[config.mk]
export PLATFORM = sky130hd
export DESIGN_NAME = pipe_idex_hs_reg
export DESIGN_NICKNAME = d
export VERILOG_FILES = /design/src/rtl/pipe_idex_hs_reg.sv
export SDC_FILE = /design/constraint.sdc
export NUM_CORES = 1
export LEC_CHECK = 0
export CORE_UTILIZATION = 35
export DETAILED_ROUTE_END_ITERATION = 7
export GPL_TIMING_DRIVEN = 0
export PLACE_DENSITY_LB_ADDON = 0.12
export SLEW_MARGIN = 20
export SYNTH_ARGS = -nofsm -noshare
export SYNTH_HDL_FRONTEND = slang
export SYNTH_SLANG_ARGS = --single-unit
export TNS_END_PERCENT = 100
[constraint.sdc]
create_clock -name clk -period 10.55 [get_ports clk]
set_input_delay 2.11 -clock clk [delete_from_list [all_inputs] [get_ports clk]]
set_output_delay 2.11 -clock clk [all_outputs]
set_load 0.005 [all_outputs]
[src/rtl/pipe_idex_hs_reg.sv]
// pipe_idex_hs_reg -- ID->EX pipeline register with a valid/ready handshake
// and a 2-entry skid buffer.
//
// The head ("main") entry drives the e* outputs. The skid entry catches a
// bundle accepted while EX is stalled. dready is decoded only from the state
// register, so there is no combinational path from eready to dready.
//
// Ports
//   clk, clrn          clock (rising edge), async active-high reset
//   flush              synchronous kill of all held entries
//   dvalid / dready    decode-side handshake (dready = state != FULL)
//   d*                 decoded bundle: control bits, aluc, a, b, imm, pc4, rn
//   evalid / eready    execute-side handshake (pop = evalid & eready)
//   e*                 head bundle; ewreg/em2reg/ewmem/ejal are gated by evalid
//
// Optional macro PIPE_IDEX_PERF_EN adds stall_cnt, bubble_cnt and flush_cnt.
// These are saturating counters, cleared only by clrn.
module pipe_idex_hs_reg #(
  parameter int DW   = 32,
  parameter int RW   = 5,
  parameter int CW   = 4,
  parameter int CNTW = 16
) (
  input  logic          clk,
  input  logic          clrn,
  input  logic          flush,
  input  logic          dvalid,
  output logic          dready,
  input  logic          dwreg,
  input  logic          dm2reg,
  input  logic          dwmem,
  input  logic          daluimm,
  input  logic          dshift,
  input  logic          djal,
  input  logic [CW-1:0] daluc,
  input  logic [DW-1:0] da,
  input  logic [DW-1:0] db,
  input  logic [DW-1:0] dimm,
  input  logic [DW-1:0] dpc4,
  input  logic [RW-1:0] drn,
  output logic          evalid,
  input  logic          eready,
`ifdef PIPE_IDEX_PERF_EN
  output logic [CNTW-1:0] stall_cnt,
  output logic [CNTW-1:0] bubble_cnt,
  output logic [CNTW-1:0] flush_cnt,
`endif
  output logic          ewreg,
  output logic          em2reg,
  output logic          ewmem,
  output logic          ealuimm,
  output logic          eshift,
  output logic          ejal,
  output logic [CW-1:0] ealuc,
  output logic [DW-1:0] ea,
  output logic [DW-1:0] eb,
  output logic [DW-1:0] eimm,
  output logic [DW-1:0] epc4,
  output logic [RW-1:0] ern
);

  localparam int BW = 6 + CW + 4*DW + RW;

  typedef enum logic [1:0] {EMPTY, BUSY, FULL} state_t;

  state_t          state, state_nx;
  logic [BW-1:0]   main_q, skid_q, dbus;
  logic            load_main, load_skid, main_from_skid;
  logic            acc, pop;
  logic            mwreg, mm2reg, mwmem, mjal;

  assign dbus   = {dwreg, dm2reg, dwmem, daluimm, dshift, djal,
                   daluc, da, db, dimm, dpc4, drn};
  assign dready = (state != FULL);
  assign evalid = (state != EMPTY);
  assign acc    = dvalid & dready;
  assign pop    = evalid & eready;

  // Next-state / entry-load control. flush overrides everything. Data
  // registers keep their old contents, and only validity is dropped.
  always_comb begin
    state_nx       = state;
    load_main      = 1'b0;
    load_skid      = 1'b0;
    main_from_skid = 1'b0;
    if (flush) begin
      state_nx = EMPTY;
    end else begin
      unique case (state)
        EMPTY: if (acc) begin
          state_nx  = BUSY;
          load_main = 1'b1;
        end
        BUSY: begin
          if (pop && acc)      load_main = 1'b1;
          else if (pop)        state_nx  = EMPTY;
          else if (acc) begin
            state_nx  = FULL;
            load_skid = 1'b1;
          end
        end
        FULL: if (pop) begin
          // Skid always holds the younger bundle, so it moves to the head.
          state_nx       = BUSY;
          load_main      = 1'b1;
          main_from_skid = 1'b1;
        end
        default: state_nx = EMPTY;
      endcase
    end
  end

  always_ff @(posedge clk or posedge clrn) begin
    if (clrn) begin
      state  <= EMPTY;
      main_q <= '0;
      skid_q <= '0;
    end else begin
      state <= state_nx;
      if (load_main) main_q <= main_from_skid ? skid_q : dbus;
      if (load_skid) skid_q <= dbus;
    end
  end

  assign {mwreg, mm2reg, mwmem, ealuimm, eshift, mjal,
          ealuc, ea, eb, eimm, epc4, ern} = main_q;

  // Bubbles must never write the register file or memory.
  assign ewreg  = mwreg  & evalid;
  assign em2reg = mm2reg & evalid;
  assign ewmem  = mwmem  & evalid;
  assign ejal   = mjal   & evalid;

`ifdef PIPE_IDEX_PERF_EN
  localparam logic [CNTW-1:0] CMAX = '1;

  always_ff @(posedge clk or posedge clrn) begin
    if (clrn) begin
      stall_cnt  <= '0;
      bubble_cnt <= '0;
      flush_cnt  <= '0;
    end else begin
      if (evalid && !eready && stall_cnt != CMAX) stall_cnt <= stall_cnt + 1'b1;
      if (!evalid && !flush && bubble_cnt != CMAX) bubble_cnt <= bubble_cnt + 1'b1;
      if (flush && flush_cnt != CMAX) flush_cnt <= flush_cnt + 1'b1;
    end
  end
`endif

endmodule
== Yosys cells after proc, flatten, opt, wreduce, memory -nomap -nowiden ==
Index checks and enable logic that the tools add are counted.

* Register bits after elaboration: 288
* Input bits: 148
* Output and inout port bits: 145
* Word-level logic and storage cells: 39

* Equal/unequal tests: 7
* Muxes and demuxes: 19
* Bitwise gates (word level): 6
* Reductions and logical operators: 4

{| class="wikitable"
|+ Operators with widths
! kind !! count
|-
| two-way mux 143 bit || 1
|-
| two-way mux 2 bit || 6
|-
| two-way mux 1 bit || 10
|-
| != test 3 bit (second input constant) || 3
|-
| bitwise AND 1 bit || 6
|-
| case mux 2 bit (3 select lines) || 1
|-
| != test 4 bit (second input constant) || 1
|-
| AND reduction 4 bit || 1
|-
| case mux 1 bit (3 select lines) || 1
|-
| == test 2 x 1 -> 1 bit (second input constant) || 1
|-
| == test 2 bit (second input constant) || 1
|-
| zero test 2 bit || 1
|-
| != test 2 bit (second input constant) || 1
|-
| nonzero test 2 bit || 1
|-
| logical AND 1 bit || 1
|}

== Longest topological paths before layout ==
* Depth after elaboration: 7
* Mapped depth: 7
* Depth with buffers taken out: 4

== Worst setup path after synthesis ==
No wires, ideal clock.

* Kind: input -> register
* Start: input port flush
* End: register main_q[0]
* Setup time: 0.125 ns
* Data arrival time: 3.337 ns
* Required time: 10.425 ns
* Setup slack: 7.088 ns
* Cell stages on the path: 6
* Path buffers: 3
* Path through: nor3b_1 buf_6 buf_6 buf_6 mux2_2 mux2_4

* Cells in the longest elaborated chain, start to end: 2
* Elaborated cells between the ends (all ways): 3
* Classes of those cells: mux: 3

{| class="wikitable"
|+ RTL lines
! element !! line !! RTL
|-
| start, declared || 26 || <nowiki>input logic flush,</nowiki>
|-
| two-way mux 1 bit || 86 || <nowiki>if (flush) begin</nowiki>
|-
| two-way mux 143 bit || 120 || <nowiki>if (load_main) main_q <= main_from_skid ? skid_q : dbus;</nowiki>
|-
| end signal, assigned || 120 ||
|-
| end, declared || 67 || <nowiki>logic [BW-1:0] main_q, skid_q, dbus;</nowiki>
|}

Parallel ways exist; a longest one is shown, timed or not.
A chain may end at the register's enable or synchronous reset.

== Final worst setup path ==
* Start: register state[0]
* End: output port ewmem

* Cells in the longest elaborated chain, start to end: 2

{| class="wikitable"
|+ RTL lines
! element !! line !! RTL
|-
| start, declared || 66 || <nowiki>state_t state, state_nx;</nowiki>
|-
| start signal, assigned || 119 || <nowiki>state <= state_nx;</nowiki>
|-
| nonzero test 2 bit || 75 || <nowiki>assign evalid = (state != EMPTY);</nowiki>
|-
| bitwise AND 1 bit || 131 || <nowiki>assign ewmem = mwmem & evalid;</nowiki>
|-
| end, declared || 50 || <nowiki>output logic ewmem,</nowiki>
|}

Every way passes these cells.

==> impl_results.html <==
<table>
<tr><th>Metric</th><th>Value</th></tr>
<tr><th colspan="2">Status</th></tr>
<tr><td>Outcome</td><td>complete, no violations</td></tr>
<tr><th colspan="2">Placed design</th></tr>
<tr><td>Cell total after placement</td><td>1,743</td></tr>
<tr><td>Placer Congestion</td><td>0.711</td></tr>
<tr><td>Quantity of I/O buffers inserted on ports</td><td>292</td></tr>
<tr><td>Final HPWL from detailed placement</td><td>21,700 µm</td></tr>
<tr><td>Setup Slack @ Placement</td><td>6.18 ns</td></tr>
<tr><th colspan="2">CTS</th></tr>
<tr><td>Buffer cell driving the clock tree root</td><td>clkbuf_16</td></tr>
<tr><td>Cts-stage hold buffer count</td><td>0</td></tr>
<tr><td>Clock buffers created by TritonCTS</td><td>38</td></tr>
<tr><td>Post-CTS Setup Inserts</td><td>0</td></tr>
<tr><td>CTS H-Tree Depth</td><td>2</td></tr>
<tr><td>CTS tree</td><td>yes</td></tr>
<tr><td>Count of cells resized by post-cts repair</td><td>0</td></tr>
<tr><td>Clock Latency Late Sink</td><td>0.54 ns</td></tr>
<tr><td>Number of clock sinks seen by CTS</td><td>288</td></tr>
<tr><td>Clock buffer depth</td><td>3</td></tr>
<tr><td>Clock-pin transition on the worst setup and hold timing paths</td><td>0.05 ns</td></tr>
<tr><th colspan="2">Drt</th></tr>
<tr><td>First-pass iteration count of the detailed router</td><td>4</td></tr>
<tr><td>Ratio of routed vias to standard cells</td><td>4.41</td></tr>
<tr><td>Number of DRC markers in iteration 0</td><td>262</td></tr>
<tr><td>Post-DRT Antenna Nets</td><td>0</td></tr>
<tr><td>Total detailed-routing wirelength</td><td>32,000 µm</td></tr>
<tr><td>Vias post-DR</td><td>7,985</td></tr>
<tr><td>DRC Markers</td><td>0</td></tr>
<tr><td>Post-detailed-route wirelength per cell</td><td>17.7 µm</td></tr>
<tr><th colspan="2">Worst hold path</th></tr>
<tr><td>Count of cells along the worst hold path</td><td>1</td></tr>
<tr><td>Path type of the worst min-delay path</td><td>reg2reg</td></tr>
<tr><th colspan="2">Layout</th></tr>
<tr><td>Number of fill cells</td><td>3,575</td></tr>
<tr><td>Ant. Diodes</td><td>0</td></tr>
<tr><td>Relative area change from synthesis to final layout</td><td>35.3%</td></tr>
<tr><td>Post-layout instance count excluding filler cells</td><td>1,809</td></tr>
<tr><td>Net total in the final layout</td><td>1,406</td></tr>
<tr><td>Layout cells sized above 1</td><td>0.481</td></tr>
<tr><th colspan="2">Power</th></tr>
<tr><td>Leakage Power</td><td>8.73 nW</td></tr>
<tr><td>Switching power summed over all nets</td><td>0.000863 W</td></tr>
<tr><td>Switching power share of the total</td><td>0.230</td></tr>
<tr><td>Cell-internal power</td><td>0.00289 W</td></tr>
<tr><td>Ratio of total power to cell area</td><td>196 nW/µm²</td></tr>
<tr><td>Combinational fraction of design power</td><td>0.242</td></tr>
<tr><td>Clock network fraction of design power</td><td>0.356</td></tr>
<tr><td>Sequential group share of total power</td><td>0.402</td></tr>
<tr><td>Worst voltage drop across the vdd grid</td><td>0.107 mV</td></tr>
<tr><th colspan="2">Global routing</th></tr>
<tr><td>Number of antenna violations at the first check in global routing</td><td>4</td></tr>
<tr><td>Met1 Resource Use GR</td><td>0.207</td></tr>
<tr><td>Largest net degree at the start of global routing</td><td>66</td></tr>
<tr><td>First-pass GRT wire length</td><td>49,800 µm</td></tr>
<tr><td>Vias in the first global route</td><td>8,641</td></tr>
<tr><td>Tot GR Track Use</td><td>0.157</td></tr>
<tr><td>Global route hottest layer</td><td>met2</td></tr>
<tr><td>Met3 Usage GRT</td><td>0.0541</td></tr>
<tr><td>Met2 layer usage reported by global route</td><td>0.240</td></tr>
<tr><td>Overflow left after global routing</td><td>0</td></tr>
<tr><th colspan="2">Setup path</th></tr>
<tr><td>Setup CP Type</td><td>reg2out</td></tr>
<tr><td>Worst-case reg-to-reg path depth</td><td>7</td></tr>
<tr><td>Critical path fanouts, max</td><td>6</td></tr>
<tr><td>Required time of the worst setup path</td><td>8.44 ns</td></tr>
<tr><td>Arrival time of the worst setup path</td><td>2.05 ns</td></tr>
<tr><td>Critical Path Start Type</td><td>register</td></tr>
<tr><td>Kind of end point of the critical path</td><td>output pin</td></tr>
<tr><th colspan="2">STA</th></tr>
<tr><td>Transition time of the tightest slew-check pin</td><td>0.435 ns</td></tr>
<tr><td>Final hold violations</td><td>0</td></tr>
<tr><td>Total setup violations reported at the end of the flow</td><td>0</td></tr>
<tr><td>Unrepaired setup endpoints after global routing</td><td>no</td></tr>
<tr><td>Max Clock Freq</td><td>0.240 GHz</td></tr>
<tr><td>Slew HR</td><td>0.709</td></tr>
<tr><td>Post-route worst hold slack</td><td>0.499 ns</td></tr>
<tr><td>Setup total negative slack</td><td>0 ns</td></tr>
<tr><td>Worst Slack Setup Final</td><td>6.39 ns</td></tr>
<tr><td>Max-slew violation total from the final report</td><td>0</td></tr>
<tr><td>Final period utilization</td><td>0.394</td></tr>
<tr><td>Final Critical Period</td><td>4.16 ns</td></tr>
<tr><td>Skew final</td><td>0.0215 ns</td></tr>
<tr><th colspan="2">Synth</th></tr>
<tr><td>Unique cell type count in the Yosys netlist</td><td>23</td></tr>
<tr><td>Nets in the synthesized netlist</td><td>1,070</td></tr>
<tr><td>Post-synth top area cell</td><td>dfrtp_1</td></tr>
<tr><td>Area share of the largest cell type after synthesis</td><td>0.509</td></tr>
<tr><td>Synthesized flop and latch total</td><td>288</td></tr>
<tr><td>Cell area after technology mapping</td><td>14,200 µm²</td></tr>
<tr><td>Top area cells in the synthesized netlist</td><td>dfrtp_1 (51%), mux2_2 (18%), mux2_4 (15%)</td></tr>
<tr><td>Average footprint of a synthesized cell</td><td>15.4 µm²</td></tr>
<tr><td>Synthesized instance count</td><td>922</td></tr>
<tr><td>Number of synthesis warnings</td><td>0</td></tr>
<tr><td>Sequential area share after synthesis</td><td>0.509</td></tr>
<tr><th colspan="2">Floorplanning</th></tr>
<tr><td>Cell row count</td><td>73</td></tr>
<tr><td>Area of the core</td><td>39,800 µm²</td></tr>
<tr><td>I/O pins</td><td>293</td></tr>
<tr><td>Effective utilization at floorplan</td><td>0.355</td></tr>
<tr><td>DIE AREA</td><td>41,200 µm²</td></tr>
<tr><td>Die Width</td><td>203 µm</td></tr>
<tr><td>Die Y-Extent</td><td>203 µm</td></tr>
<tr><th colspan="2">Run</th></tr>
<tr><td>Max Cap Viol</td><td>0</td></tr>
</table>
## per-layer routing
layer  wire (µm)  part of all wire
met5           8           0.00025
met1       14500              0.45
met4         631             0.020
met3        2440             0.076
met2       14400              0.45
## cells in the mapped netlist
cell type    n
nand3b_1     1
buf_4      137
nand2_1      1
o21bai_1     1
nand2b_1     1
dfrtp_1    288
a21bo_1      1
a211oi_1     1
mux2_4     140
buf_6       19
mux2_2     229
or3_1        1
buf_8        7
nand2b_4     1
nor3b_1      2
inv_1        2
mux2_1      60
a21oi_1      1
buf_2       22
a21o_1       1
nor2b_1      4
nor2_1       1
and2b_1      1
## cells by family (layout without fill, tap and decap cells)
kind of cell | Yosys count | count (layout) | share of synthesized area
multiplexers | 429 | 429 | 0.378
flip-flops | 288 | 288 | 0.509
buffers and inverters | 187 | 549 | 0.104
AND/OR/NAND/NOR | 13 | 13 | 0.00628
AO/OA/AOI/OAI | 5 | 5 | 0.00265
## area by class of cell
type / instances / area, µm² / area share
Timing Repair Buffer: 296 / 3030 / 0.158
Sequential cell: 288 / 7210 / 0.376
Clock buffer: 60 / 1200 / 0.0625
Clock inverter: 6 / 105 / 0.00549
Tap cell: 525 / 657 / 0.0343
Multi-Input combinational cell: 447 / 5480 / 0.286
Buffer: 185 / 1460 / 0.0761
Inverter: 2 / 15.0 / 0.000784
## per-stage QoR
step           power, W   util  instance area (µm²)
2_1_floorplan   0.00205      -                14200
3_3_place_gp    0.00242  0.445                17700
3_5_place_dp    0.00244  0.448                17900
4_1_cts         0.00382  0.481                19200
5_1_grt         0.00395  0.481                19200
6_report        0.00375  0.481                19200
## worst paths after layout
kind / from / to / slack [ns]
worst max register to register: state[0] / main_q[48] / 8.36
worst min-delay path: skid_q[60] / skid_q[60] / 0.50
min in group asynchronous: clrn / main_q[114] / 1.99
worst min register to register: skid_q[60] / skid_q[60] / 0.50
worst max-delay path: state[0] / ewmem / 6.39
max in group asynchronous: clrn / skid_q[30] / 6.90
## worst max-delay path, stage by stage (launching register included)
cell and delay [ns]:
dfrtp_1 0.42, nor2_1 0.38, and2b_1 0.23, clkdlybuf4s50_1 0.47
## sequential cells by signal (all words and copies together) (netlist names)
| register | cells |
|---|---|
| main_q | 143 |
| skid_q | 143 |
| state | 2 |
## placed cells by master (no fill, tap or decap), types with 2 or more instances in the layout
master           synthesis  routed
buf_16                   0       4
buf_2                   22      22
buf_4                  137     137
buf_6                   19      19
buf_8                    7       7
bufinv_16                0       3
clkbuf_1                 0       9
clkbuf_16                0      41
clkbuf_8                 0      10
clkdlybuf4s50_1          0     292
clkinv_2                 0       3
dfrtp_1                288     288
mux2_1                  60      60
mux2_2                 229     229
mux2_4                 140     140
nor2b_1                  4       4
nor3b_1                  2       2
## power groups by stage
stage	registers [W]	logic [W]	clock network, W
6_report	0.00151	0.000907	0.00134
3_3_place_gp	0.00152	0.000904	0
4_1_cts	0.00151	0.000925	0.00139
5_1_grt	0.00154	0.000977	0.00143
2_1_floorplan	0.00148	0.000564	0
3_5_place_dp	0.00152	0.000921	0
(Power assumes the default switching activity.)
==> edit 1, RTL diff (config.mk and constraints unchanged) <==
The parameter `RW` goes from 5 to 10.
--- a/src/rtl/pipe_idex_hs_reg.sv
+++ b/src/rtl/pipe_idex_hs_reg.sv
@@ -17,7 +17,7 @@
 // These are saturating counters, cleared only by clrn.
 module pipe_idex_hs_reg #(
   parameter int DW   = 32,
-  parameter int RW   = 5,
+  parameter int RW   = 10,
   parameter int CW   = 4,
   parameter int CNTW = 16
 ) (
Interface: changed (resized drn and ern); port bits go from 293 to 303. The function was not compared with the original's and may differ.
==> edit 1 against the original RTL <==
Clock skew decreased by 0.0014 ns; total power rose by 1.9%; cell area up 2.6%; clock power about the same; wire length increased by 2.0%; cell count up 2.7%; utilization fell by 0.071 points; sequential cell count up 10; setup slack gained 0.021 ns; count of clock-buffer cells in the layout decreased by 5; critical path depth unchanged; synthesized cell count grew 3.4%; synthesized area is 3.0% higher; sequential share of layout area is 0.32 points higher.
==> edit 1: results <==
[status]
status = "finished clean"

[yosys]
synth_compound_area_share_pct = 0.257
syn_nets = 1106
netlist_top_cells_count = "341 x mux2_2, 298 x dfrtp_1, 155 x buf_4"
synth_top_area_share_pct = 51.1
muxShareOfSynthArea_pct = 36.9
ys_seq_area_share_pct = 51.1

[drt]
dr_wl_met2_um = 15000
wl_met3_um = 2130
first_iter_violations = 244
via_count = 8315
wirelength_um = 32600
first_pass_iters = 6

[sta]
period_share_pct = 39.2
skew_ns = 0.0201

[global_route]
grt.total_usage_pct = 15.7
met3_usage_pct = 4.67
use_met2_pct = 24.4
grt_pass1_vias = 8954

[placement]
placedCellCount = 1790
gp_congestion = 0.716
dp_slack_ns = 6.10

[final_layout]
drive_above_1_share_pct = 52.7
reg.largest.list = "main_q: 148 flops, skid_q: 148 flops, state: 2 flops"

[power_and_ir_drop]
seqPwrFrac_pct = 40.7
p_switching_mw = 0.881

[setup_path]
max_stage_delay_ns = 0.50
crit_start = "state[1]"

[worst_hold_path]
hold_path_startpoint = "skid_q[128]"
hold_end = "skid_q[128]"
-- edit 1: cell types whose count changed in the layout (fill, tap and decap cells not counted), sizes merged --
cell,change
and2b,-1
clkdlybuf4s50,+10
dfrtp,+10
mux2,+15
nor2b,+1
buf,+5
clkinv,+3
inv,+1
diode,+1
bufinv,+1
clkbuf,-5
-- edit 1: cells by family after synthesis --
logic type	count (synthesis)
compound gates	5
flops	298
mux	444
simple gates	13
buf+inv	193
-- edit 1: final cells by class --
type | count | area (µm²)
diodes | 1 | 2.50
plain buffers | 191 | 1600
clock buffers | 55 | 1130
clock inverters | 11 | 165
fillers | 3654 | 21300
inverters | 2 | 15.0
multi-input cells | 462 | 5510
flip-flops and latches | 298 | 7460
well taps | 532 | 666
repair buffers | 305 | 3110
-- edit 1: worst max-delay path by stage --
stage                 end  cells past startpoint
3_3_place_gp   skid_q[20]                      2
4_1_cts            em2reg                      3
5_1_grt             ewreg                      3
6_report            ewreg                      3
3_5_place_dp   main_q[70]                      6
2_1_floorplan   main_q[0]                      1
==> edit 2, RTL diff (config.mk and constraints unchanged) <==
Made on the original files. The option `PIPE_IDEX_PERF_EN` is turned on by a define.
--- a/src/rtl/pipe_idex_hs_reg.sv
+++ b/src/rtl/pipe_idex_hs_reg.sv
@@ -15,6 +15,8 @@
 //
 // Optional macro PIPE_IDEX_PERF_EN adds stall_cnt, bubble_cnt and flush_cnt.
 // These are saturating counters, cleared only by clrn.
+`define PIPE_IDEX_PERF_EN
+
 module pipe_idex_hs_reg #(
   parameter int DW   = 32,
   parameter int RW   = 5,
Check against the original RTL (old outputs only; new: bubble_cnt, flush_cnt and stall_cnt): same outputs for any inputs over 4 cycles, from zero or initial values; that may be too few to reach the edited logic, so the function may still have changed.
==> edit 2 against the original RTL <==
Utilization grew 0.80 points; total power up 9.4%; synthesized area increased by 8.0%; wire length rose by 25%; setup slack worse by 0.23 ns; cell area up 10%; critical path depth increased by 1; sequential cell count is 48 higher; highest routed layer unchanged.
==> edit 2: results <==
[yosys]
ys_seq_area_share_pct = 55.0
synth_compound_area_share_pct = 5.68
netlist_top_cells_count = "336 x dfrtp_1, 158 x nor2_1, 145 x a21oi_1, 145 x mux2i_1"
synth_xor_xnor_area_share_pct = 2.29
syn_nets = 1443
synthCells = 1292

[final_layout]
n_all_inverters = 3
clkCellAreaFrac_pct = 6.45
nMultiInputCombCells = 749
fin_nets = 1836
drive_above_1_share_pct = 24.4
final_cells = 2297
nClkBuffers = 59
reg.largest.list = "main_q: 143 flops, skid_q: 143 flops"
multi_input_area_um2 = 5450

[global_route]
grt_use_met1_pct = 23.9
grt.total_usage_pct = 18.0
use_met2_pct = 28.7
grt_pass1_vias = 11174

[drt]
drt-met1-wl_um = 17700
wl_met3_um = 2250

[status]
status = "finished clean"

[placement]
io_buffers = 339
postPlaceCellArea_um2 = 19700

[sta]
slew_headroom_pct = 50.1
==> edit 2: final timing paths <==
kind / startpoint / end / cells past startpoint
setup / recovery: state[0] / ewmem / 4
hold / removal: stall_cnt[14] / stall_cnt[14] / 1
setup reg to reg: state[1] / main_q[43] / 6
hold reg to reg: stall_cnt[14] / stall_cnt[14] / 1
max in group asynchronous: clrn / skid_q[48] / 7
min in group asynchronous: clrn / bubble_cnt[4] / 2
==> edit 2: worst max-delay path: cells and delay by family, from the launching register on <==
family        cells  cell delay (ns)
simple gates      2             0.69
buf+inv           2             0.69
flops             1             0.35
==> edit 2: power by group <==
part	switching [mW]	internal, mW
sequential	0.171	1.58
combinational	0.329	0.605
clock	0.530	0.892
total	1.03	3.08
==> edit 2: logic make-up after synthesis <==
group | after synthesis
AO/OA/AOI/OAI | 162
flip-flops | 336
XOR/XNOR | 40
adder cells (fa/ha/maj) | 3
AND/OR/NAND/NOR | 255
multiplexers | 289
buffers and inverters | 207
